==> src/rtl/ex_mem.sv <==
// rtl/ex_mem.sv - EX/MEM pipeline register with flush/hold/bubble control.
// MADD_MSUB_EN enables the multiply-accumulate feedback registers (hilo_o, cnt_o).
`ifndef RegBus
`define RegBus 31:0
`endif
`ifndef RegAddrBus
`define RegAddrBus 4:0
`endif
`ifndef DoubleRegBus
`define DoubleRegBus 63:0
`endif

module ex_mem (
  input  logic                 clk,
  input  logic                 rst,
  input  logic [5:0]           stall,
  input  logic                 flush,
  input  logic [`RegAddrBus]   ex_wd,
  input  logic                 ex_wreg,
  input  logic [`RegBus]       ex_wdata,
  input  logic [`RegBus]       ex_hi,
  input  logic [`RegBus]       ex_lo,
  input  logic                 ex_whilo,
  input  logic [`DoubleRegBus] hilo_i,
  input  logic [1:0]           cnt_i,
  output logic [`RegAddrBus]   mem_wd,
  output logic                 mem_wreg,
  output logic [`RegBus]       mem_wdata,
  output logic [`RegBus]       mem_hi,
  output logic [`RegBus]       mem_lo,
  output logic                 mem_whilo,
  output logic                 mem_valid,
  output logic [`DoubleRegBus] hilo_o,
  output logic [1:0]           cnt_o
);

  logic [`RegAddrBus] wd_q, wd_d;
  logic               wreg_q, wreg_d;
  logic [`RegBus]     wdata_q, wdata_d;
  logic [`RegBus]     hi_q, hi_d;
  logic [`RegBus]     lo_q, lo_d;
  logic               whilo_q, whilo_d;
  logic               valid_q, valid_d;

  logic unused_stall;
  assign unused_stall = ^{stall[5], stall[2:0]};

  // Priority: flush > hold (MEM stalled) > bubble (EX stalled) > capture.
  always_comb begin
    wd_d    = wd_q;
    wreg_d  = wreg_q;
    wdata_d = wdata_q;
    hi_d    = hi_q;
    lo_d    = lo_q;
    whilo_d = whilo_q;
    valid_d = valid_q;
    if (flush || (!stall[4] && stall[3])) begin
      wd_d    = '0;
      wreg_d  = 1'b0;
      wdata_d = '0;
      hi_d    = '0;
      lo_d    = '0;
      whilo_d = 1'b0;
      valid_d = 1'b0;
    end else if (!stall[4]) begin
      wd_d    = ex_wd;
      wreg_d  = ex_wreg;
      wdata_d = ex_wdata;
      hi_d    = ex_hi;
      lo_d    = ex_lo;
      whilo_d = ex_whilo;
      valid_d = 1'b1;
    end
  end

  always_ff @(posedge clk or negedge rst) begin
    if (!rst) begin
      wd_q    <= '0;
      wreg_q  <= 1'b0;
      wdata_q <= '0;
      hi_q    <= '0;
      lo_q    <= '0;
      whilo_q <= 1'b0;
      valid_q <= 1'b0;
    end else begin
      wd_q    <= wd_d;
      wreg_q  <= wreg_d;
      wdata_q <= wdata_d;
      hi_q    <= hi_d;
      lo_q    <= lo_d;
      whilo_q <= whilo_d;
      valid_q <= valid_d;
    end
  end

  assign mem_wd    = wd_q;
  assign mem_wreg  = wreg_q;
  assign mem_wdata = wdata_q;
  assign mem_hi    = hi_q;
  assign mem_lo    = lo_q;
  assign mem_whilo = whilo_q;
  assign mem_valid = valid_q;

`ifdef MADD_MSUB_EN
  logic [`DoubleRegBus] hilo_q, hilo_d;
  logic [1:0]           cnt_q, cnt_d;

  // Accumulate state survives only while EX is stalled; a real issue restarts it.
  always_comb begin
    hilo_d = hilo_q;
    cnt_d  = cnt_q;
    if (flush) begin
      hilo_d = '0;
      cnt_d  = 2'b00;
    end else if (!stall[4]) begin
      hilo_d = stall[3] ? hilo_i : '0;
      cnt_d  = stall[3] ? cnt_i  : 2'b00;
    end
  end

  always_ff @(posedge clk or negedge rst) begin
    if (!rst) begin
      hilo_q <= '0;
      cnt_q  <= 2'b00;
    end else begin
      hilo_q <= hilo_d;
      cnt_q  <= cnt_d;
    end
  end

  assign hilo_o = hilo_q;
  assign cnt_o  = cnt_q;
`else
  logic unused_acc;
  assign unused_acc = ^{hilo_i, cnt_i};
  assign hilo_o     = '0;
  assign cnt_o      = 2'b00;
`endif

endmodule

==> config.mk <==
export PLATFORM = sky130hd
export DESIGN_NAME = ex_mem
export DESIGN_NICKNAME = d
export VERILOG_FILES = /design/src/rtl/ex_mem.sv
export SDC_FILE = /design/constraint.sdc
export NUM_CORES = 1
export LEC_CHECK = 0
export ABC_CLOCK_PERIOD_IN_PS = 1300
export CORE_AREA = 2 2 135 137
export CTS_CLUSTER_SIZE = 12
export DETAILED_ROUTE_END_ITERATION = 8
export DIE_AREA = 0 0 137 139
export PLACE_DENSITY = 0.72
export RECOVER_POWER = 25
export SYNTH_ARGS = -nofsm -noshare
export SYNTH_HDL_FRONTEND = slang
export SYNTH_SLANG_ARGS = --single-unit
==> constraint.sdc <==
create_clock -name clk -period 1.3 [get_ports clk]
set_clock_uncertainty 0.05 [all_clocks]
set_input_delay 0.195 -clock clk [delete_from_list [all_inputs] [get_ports clk]]
set_output_delay 0.195 -clock clk [all_outputs]
set_load 0.03 [all_outputs]
==> reports/metrics.yaml, run 1 <==
powerDensity_mw_per_mm2: 1140
pin_count: 348
outcome: "complete, no violations"
final_layout_size_suffix_gt1_share_pct: 26.0
num_antenna_cells: 0
area_growth_pct: 53.1
die_area_mm2: 0.0190
cap_violations: 0
synth.area.top_cells: "dfrtp_1, a32o_1, buf_4, buf_2, buf_6"
irDropWorstVdd_v: 0.000558
cp_top_family: "flip-flops"
synth_top_cell_by_area: "dfrtp_1"
grt_usage_pct: 12.3
instances_no_fill: 745
cts_tree: "built"
slew_violations: 0
yosysWarnings: 0
initial_core_util_pct: 24.8
critPathLaunchType: "flop"
holdCritPathClass: "in -> async"
numCtsBuffers: 9
clock_path_buffers: 2
netlist.area_leader.share_pct: 59.4
path_clk_slew_ns: 0.08
grt_antenna_before_repair: 0
drcViolationCount: 0
cp_slowest_cell: "dfrtp_1"
crit_chain: "clkdlybuf4s15_2"
period_minus_slack_ns: 1.26
first_iter_violations: 134
dp.cells: 728
wl_per_cell_um: 15.7
syn_inst: 312
finalCritPeriodShare_pct: 97.2
grt-ovfl-total: 0
setup_viol: 0
rsz0062_at_grt: "false"
worst-path-buf-inv: 1
cts_max_level: 3
rows: 49
fin_ws_ns: 0.0362
hold_viol_final: 0
avgViaCountPerCell: 4.61
place_ws_ns: -0.217
dp_hpwl_mm: 8.48
grt_pass1_vias: 3576
seq_area_frac_synth_pct: 59.4
drt-total-wl_mm: 11.7
io_buffers: 211
fmax_mhz: 791
synth_cell_types: 12
cts.sinks: 104
avgSynthCellArea_um2: 14.0
whs_ns: 0.262
crit_required_ns: 1.05
worstPathMaxFanout: 2
root_buffer: "clkbuf_16"
arrival_ns: 1.02
dieHeight_um: 139
core_area_mm2: 0.0177
synth_area_mm2: 0.00438
first_pass_iters: 4
vias: 3438
die_x_um: 137
grt_max_degree: 55
p_leak_nw: 3.00
drtAntennaViolNets: 0
cp-end-kind: "output port"
path_class: "reg -> out"
cpPeakStageDelay_ns: 0.39
grt_first_pass_wirelength_mm: 18.4
clk_latency_ns: 0.35
ys_ff_latch: 104
gp_congestion: 0.680
nNetsFinal: 689
-- registers in the layout, summed over array words and instances, names as in the netlist --
name / flops
mem_hi: 32
mem_lo: 32
mem_valid: 1
mem_wd: 5
mem_wdata: 32
mem_whilo: 1
mem_wreg: 1
-- final timing paths --
check                               end         start  slack (ns)  cells after the start
max in group asynchronous  mem_wdata[6]           rst        0.19                      3
hold / removal               mem_lo[13]           rst        0.26                      2
setup reg to reg              mem_valid     mem_valid        0.39                      2
min in group clk             mem_lo[16]     ex_lo[16]        0.42                      2
setup / recovery             mem_lo[22]    mem_lo[22]        0.04                      1
hold reg to reg            mem_wdata[4]  mem_wdata[4]        0.44                      1
-- power breakdown --
| part | switching, W | internal, W | total, W |
|---|---|---|---|
| clock | 0.00126 | 0.00151 | 0.00278 |
| combinational | 0.000869 | 0.000591 | 0.00146 |
| sequential | 0.0000724 | 0.00335 | 0.00343 |
-- per-layer routing --
layer / global-route usage (%) / wire length, um
met1: 13.5 / 4200
met5: 0 / 0
met2: 21.2 / 6050
met3: 4.42 / 1240
met4: 5.64 / 223
-- metrics by stage --
step | setup TNS (ns) | utilization [%] | cell area [um2] | power, W
floorplan | 0 | - | 4620 | 0.00441
global placement | -18.71 | 37.0 | 6530 | 0.00498
detailed placement | -20.08 | 37.0 | 6530 | 0.00502
CTS | 0 | 39.3 | 6940 | 0.00784
global route | 0 | 38.0 | 6700 | 0.00805
finish | 0 | 38.0 | 6700 | 0.00766
-- final cells by class --
cell class | instances | area, um2
clock inverter | 7 | 78.8
inverter | 1 | 5.00
clock buffer | 9 | 225
tap | 229 | 287
fill | 1679 | 11000
multi-input combinational | 173 | 1310
sequential | 104 | 2600
timing repair buffer | 222 | 2190
-- Yosys cell counts --
cell and number:
a32o_1 103, and2_1 1, and2b_4 1, buf_2 20, buf_4 67, buf_6 8
clkbuf_1 4, conb_1 1, dfrtp_1 104, inv_2 1, nor2_2 1, o21a_1 1
-- placed cells by master, fill, tap and decap left out --
cell type / n
o21a_1: 1
clkbuf_2: 1
clkinv_2: 2
bufinv_16: 1
clkinv_4: 1
dlygate4sd3_1: 1
nor2_4: 1
inv_8: 1
and2_1: 1
dfrtp_1: 104
clkbuf_16: 9
clkdlybuf4s50_1: 106
buf_6: 2
buf_4: 21
a32o_1: 103
clkinvlp_4: 2
and2b_4: 1
inv_6: 1
clkdlybuf4s15_2: 43
buf_2: 34
conb_1: 66
buf_12: 14
-- kinds of logic after synthesis --
family	Yosys count	share of synthesized area [%]
AOI/OAI and AO/OA	104	23.7
buffers and inverters	100	16.3
DFF	104	59.4
other	1	0.0856
and+or+nand+nor	3	0.514
-- worst reg2reg max path, cell delays in order, from the launching register on --
cell and delay (ns):
dfrtp_1 0.41, and2_1 0.17, o21a_1 0.17
-- what timing repair did --
| item | CTS | global route |
|---|---|---|
| buffers inserted | 0 | 0 |
| endpoints found under the hold margin | 104 | 0 |
| gates resized for setup | 231 | 68 |
| hold buffers | 1 | 0 |
| pin swaps | 0 | 0 |
| endpoints found under the setup margin | 77 | 34 |
No activity file was read; power rests on OpenSTA's default activity.
==> inputs of run 2 (changes only) <==
Settings changed: CORE_AREA 2 2 135 137 to unset, CORE_UTILIZATION set to 25, DIE_AREA 0 0 137 139 to unset.
==> reports/metrics.yaml, run 2 (synthesis gave the netlist of run 1 again) <==
outcome: "complete, no violations"
grt_antenna_before_repair: 0  # unchanged
numCtsBuffers: 9  # unchanged
holdCritPathClass: "in -> reg"
irDropWorstVdd_v: 0.000582  # +4.2%
hold_viol_final: 0  # unchanged
root_buffer: "clkbuf_16"
cp_top_family: "flip-flops"
drt-total-wl_mm: 11.5  # -1.8%
cts_tree: "built"
cp-end-kind: "output port"
fin_area_mm2: 0.00670  # about the same
period_minus_slack_ns: 1.27  # +0.00177 ns
grt-ovfl-total: 0  # unchanged
die_x_um: 134  # -1.9%
instances_no_fill: 738  # -0.94%
rsz0062_at_grt: "false"
cpPeakStageDelay_ns: 0.39  # about the same
setup_viol: 0  # unchanged
r2r_start: "mem_valid"
cp_slowest_cell: "dfrtp_1"
num_antenna_cells: 0  # unchanged
final_layout_size_suffix_gt1_share_pct: 25.3  # -0.63 points
cap_violations: 0  # unchanged
area_growth_pct: 53.0  # about the same
finalCritPeriodShare_pct: 97.4  # +0.14 points
p_leak_nw: 2.94  # -2.1%
vias: 3458  # +0.58%
dieHeight_um: 134  # -3.3%
drtAntennaViolNets: 0  # unchanged
crit_chain: "clkdlybuf4s15_2"
first_pass_iters: 4  # unchanged
cts_max_level: 3  # unchanged
path_clk_slew_ns: 0.07  # about the same
core_area_mm2: 0.0172  # -2.7%
mostFrequentLayoutCells: "clkdlybuf4s50_1, dfrtp_1, a32o_1"
min-delay-start: "ex_wdata[21]"
grt_first_pass_wirelength_mm: 17.8  # -3.2%
worst-path-buf-inv: 1  # unchanged
drcViolationCount: 0  # unchanged
cts.sinks: 104  # unchanged
nNetsFinal: 687  # -0.29%
fmax_mhz: 790  # -0.14%
path_class: "reg -> out"
die_area_mm2: 0.0180  # -5.2%
gp_congestion: 0.700  # +3.0%
io_buffers: 211  # unchanged
crit_required_ns: 1.05  # about the same
startpoint: "mem_lo[7]"
placed_area_mm2: 0.00651  # -0.19%
mostFrequentLayoutCell: "clkdlybuf4s50_1"
wl_per_cell_um: 15.6  # -0.85%
rows: 48  # -2.0%
avgViaCountPerCell: 4.69  # +1.5%
clock_path_buffers: 2  # unchanged
arrival_ns: 1.02  # about the same
worstMarginPinSlew_ns: 0.735
relSlewSlack_pct: 51.0
worstPathMaxFanout: 2  # unchanged
critPathLaunchType: "flop"
first_iter_violations: 142  # +6.0%
dp_hpwl_mm: 8.26  # -2.6%
grt_pass1_vias: 3416  # -4.5%
grt_usage_pct: 12.7  # +0.34 points
final_util_pct: 39.0  # +1.0 points
finalPower_w: 0.00730  # -4.7%
clk_latency_ns: 0.34  # about the same
pin_count: 348  # unchanged
initial_core_util_pct: 25.5  # +0.69 points
dp.cells: 722  # -0.82%
powerDensity_mw_per_mm2: 1090  # -4.7%
grt_max_degree: 58  # +5.5%
slew_violations: 0  # unchanged
==> run 2: cell types whose count changed in the layout (fill, tap and decap cells not counted), sizes merged <==
| cell | before | now |
|---|---|---|
| bufinv | 1 | 0 |
| clkinvlp | 2 | 3 |
| inv | 2 | 0 |
| clkinv | 3 | 4 |
| clkdlybuf4s15 | 43 | 59 |
| buf | 71 | 52 |
| clkbuf | 10 | 11 |
==> run 2: area by class of cell <==
| class | count | area [um2] |
|---|---|---|
| clock inverter | 6 | 37.5 |
| inverter | 1 | 5.00 |
| fill | 1641 | 10500 |
| clock buffer | 9 | 225 |
| tap | 225 | 282 |
| sequential | 104 | 2600 |
| multi-input combinational | 173 | 1310 |
| timing repair buffer | 220 | 2230 |
==> run 2: final timing paths <==
kind,to,cells after the start,slack (ns)
worst max-delay path,mem_lo[7],1,0.03
min in group asynchronous,mem_lo[18],3,0.52
worst min register to register,mem_lo[14],1,0.44
worst min-delay path,mem_wdata[21],2,0.43
max in group asynchronous,mem_wdata[23],3,0.16
worst max register to register,mem_valid,2,0.46
==> run 2: metal layers <==
metal / vias up / track usage (%) / share of wire [%] / routed length [um]
li1: 1489 / - / - / -
met1: 1744 / 14.1 / 38 / 4390
met2: 213 / 21.6 / 51 / 5820
met3: 12 / 5.14 / 9.7 / 1110
met4: 0 / 5.06 / 1.5 / 169
met5: - / 0 / 0 / 0
==> run 2: power breakdown <==
group          total, W  switching, W  leakage, nW  internal, W
Clock           0.00242       0.00115        0.123      0.00128
Combinational   0.00145      0.000867         1.40     0.000588
Sequential      0.00343     0.0000720         1.42      0.00336
==> run 2: metrics by stage <==
| step | setup slack, ns | hold slack (ns) | TNS (ns) |
|---|---|---|---|
| 2_1_floorplan | 0.311 | -0.151 | 0 |
| 4_1_cts | -0.00347 | 0.326 | -0.00347 |
| 3_5_place_dp | -0.306 | 0.159 | -27.49 |
| 5_1_grt | 0.0000521 | 0.411 | 0 |
| 3_3_place_gp | -0.258 | 0.148 | -25.61 |
| 6_report | 0.0344 | 0.428 | 0 |
==> run 2: what timing repair did <==
action,4_1_cts,5_1_grt
setup buffers,0,0
pin swaps,0,0
hold buffers,1,0
resized for setup,255,52
endpoints found under the hold margin,104,0
endpoints found under the setup margin,85,26
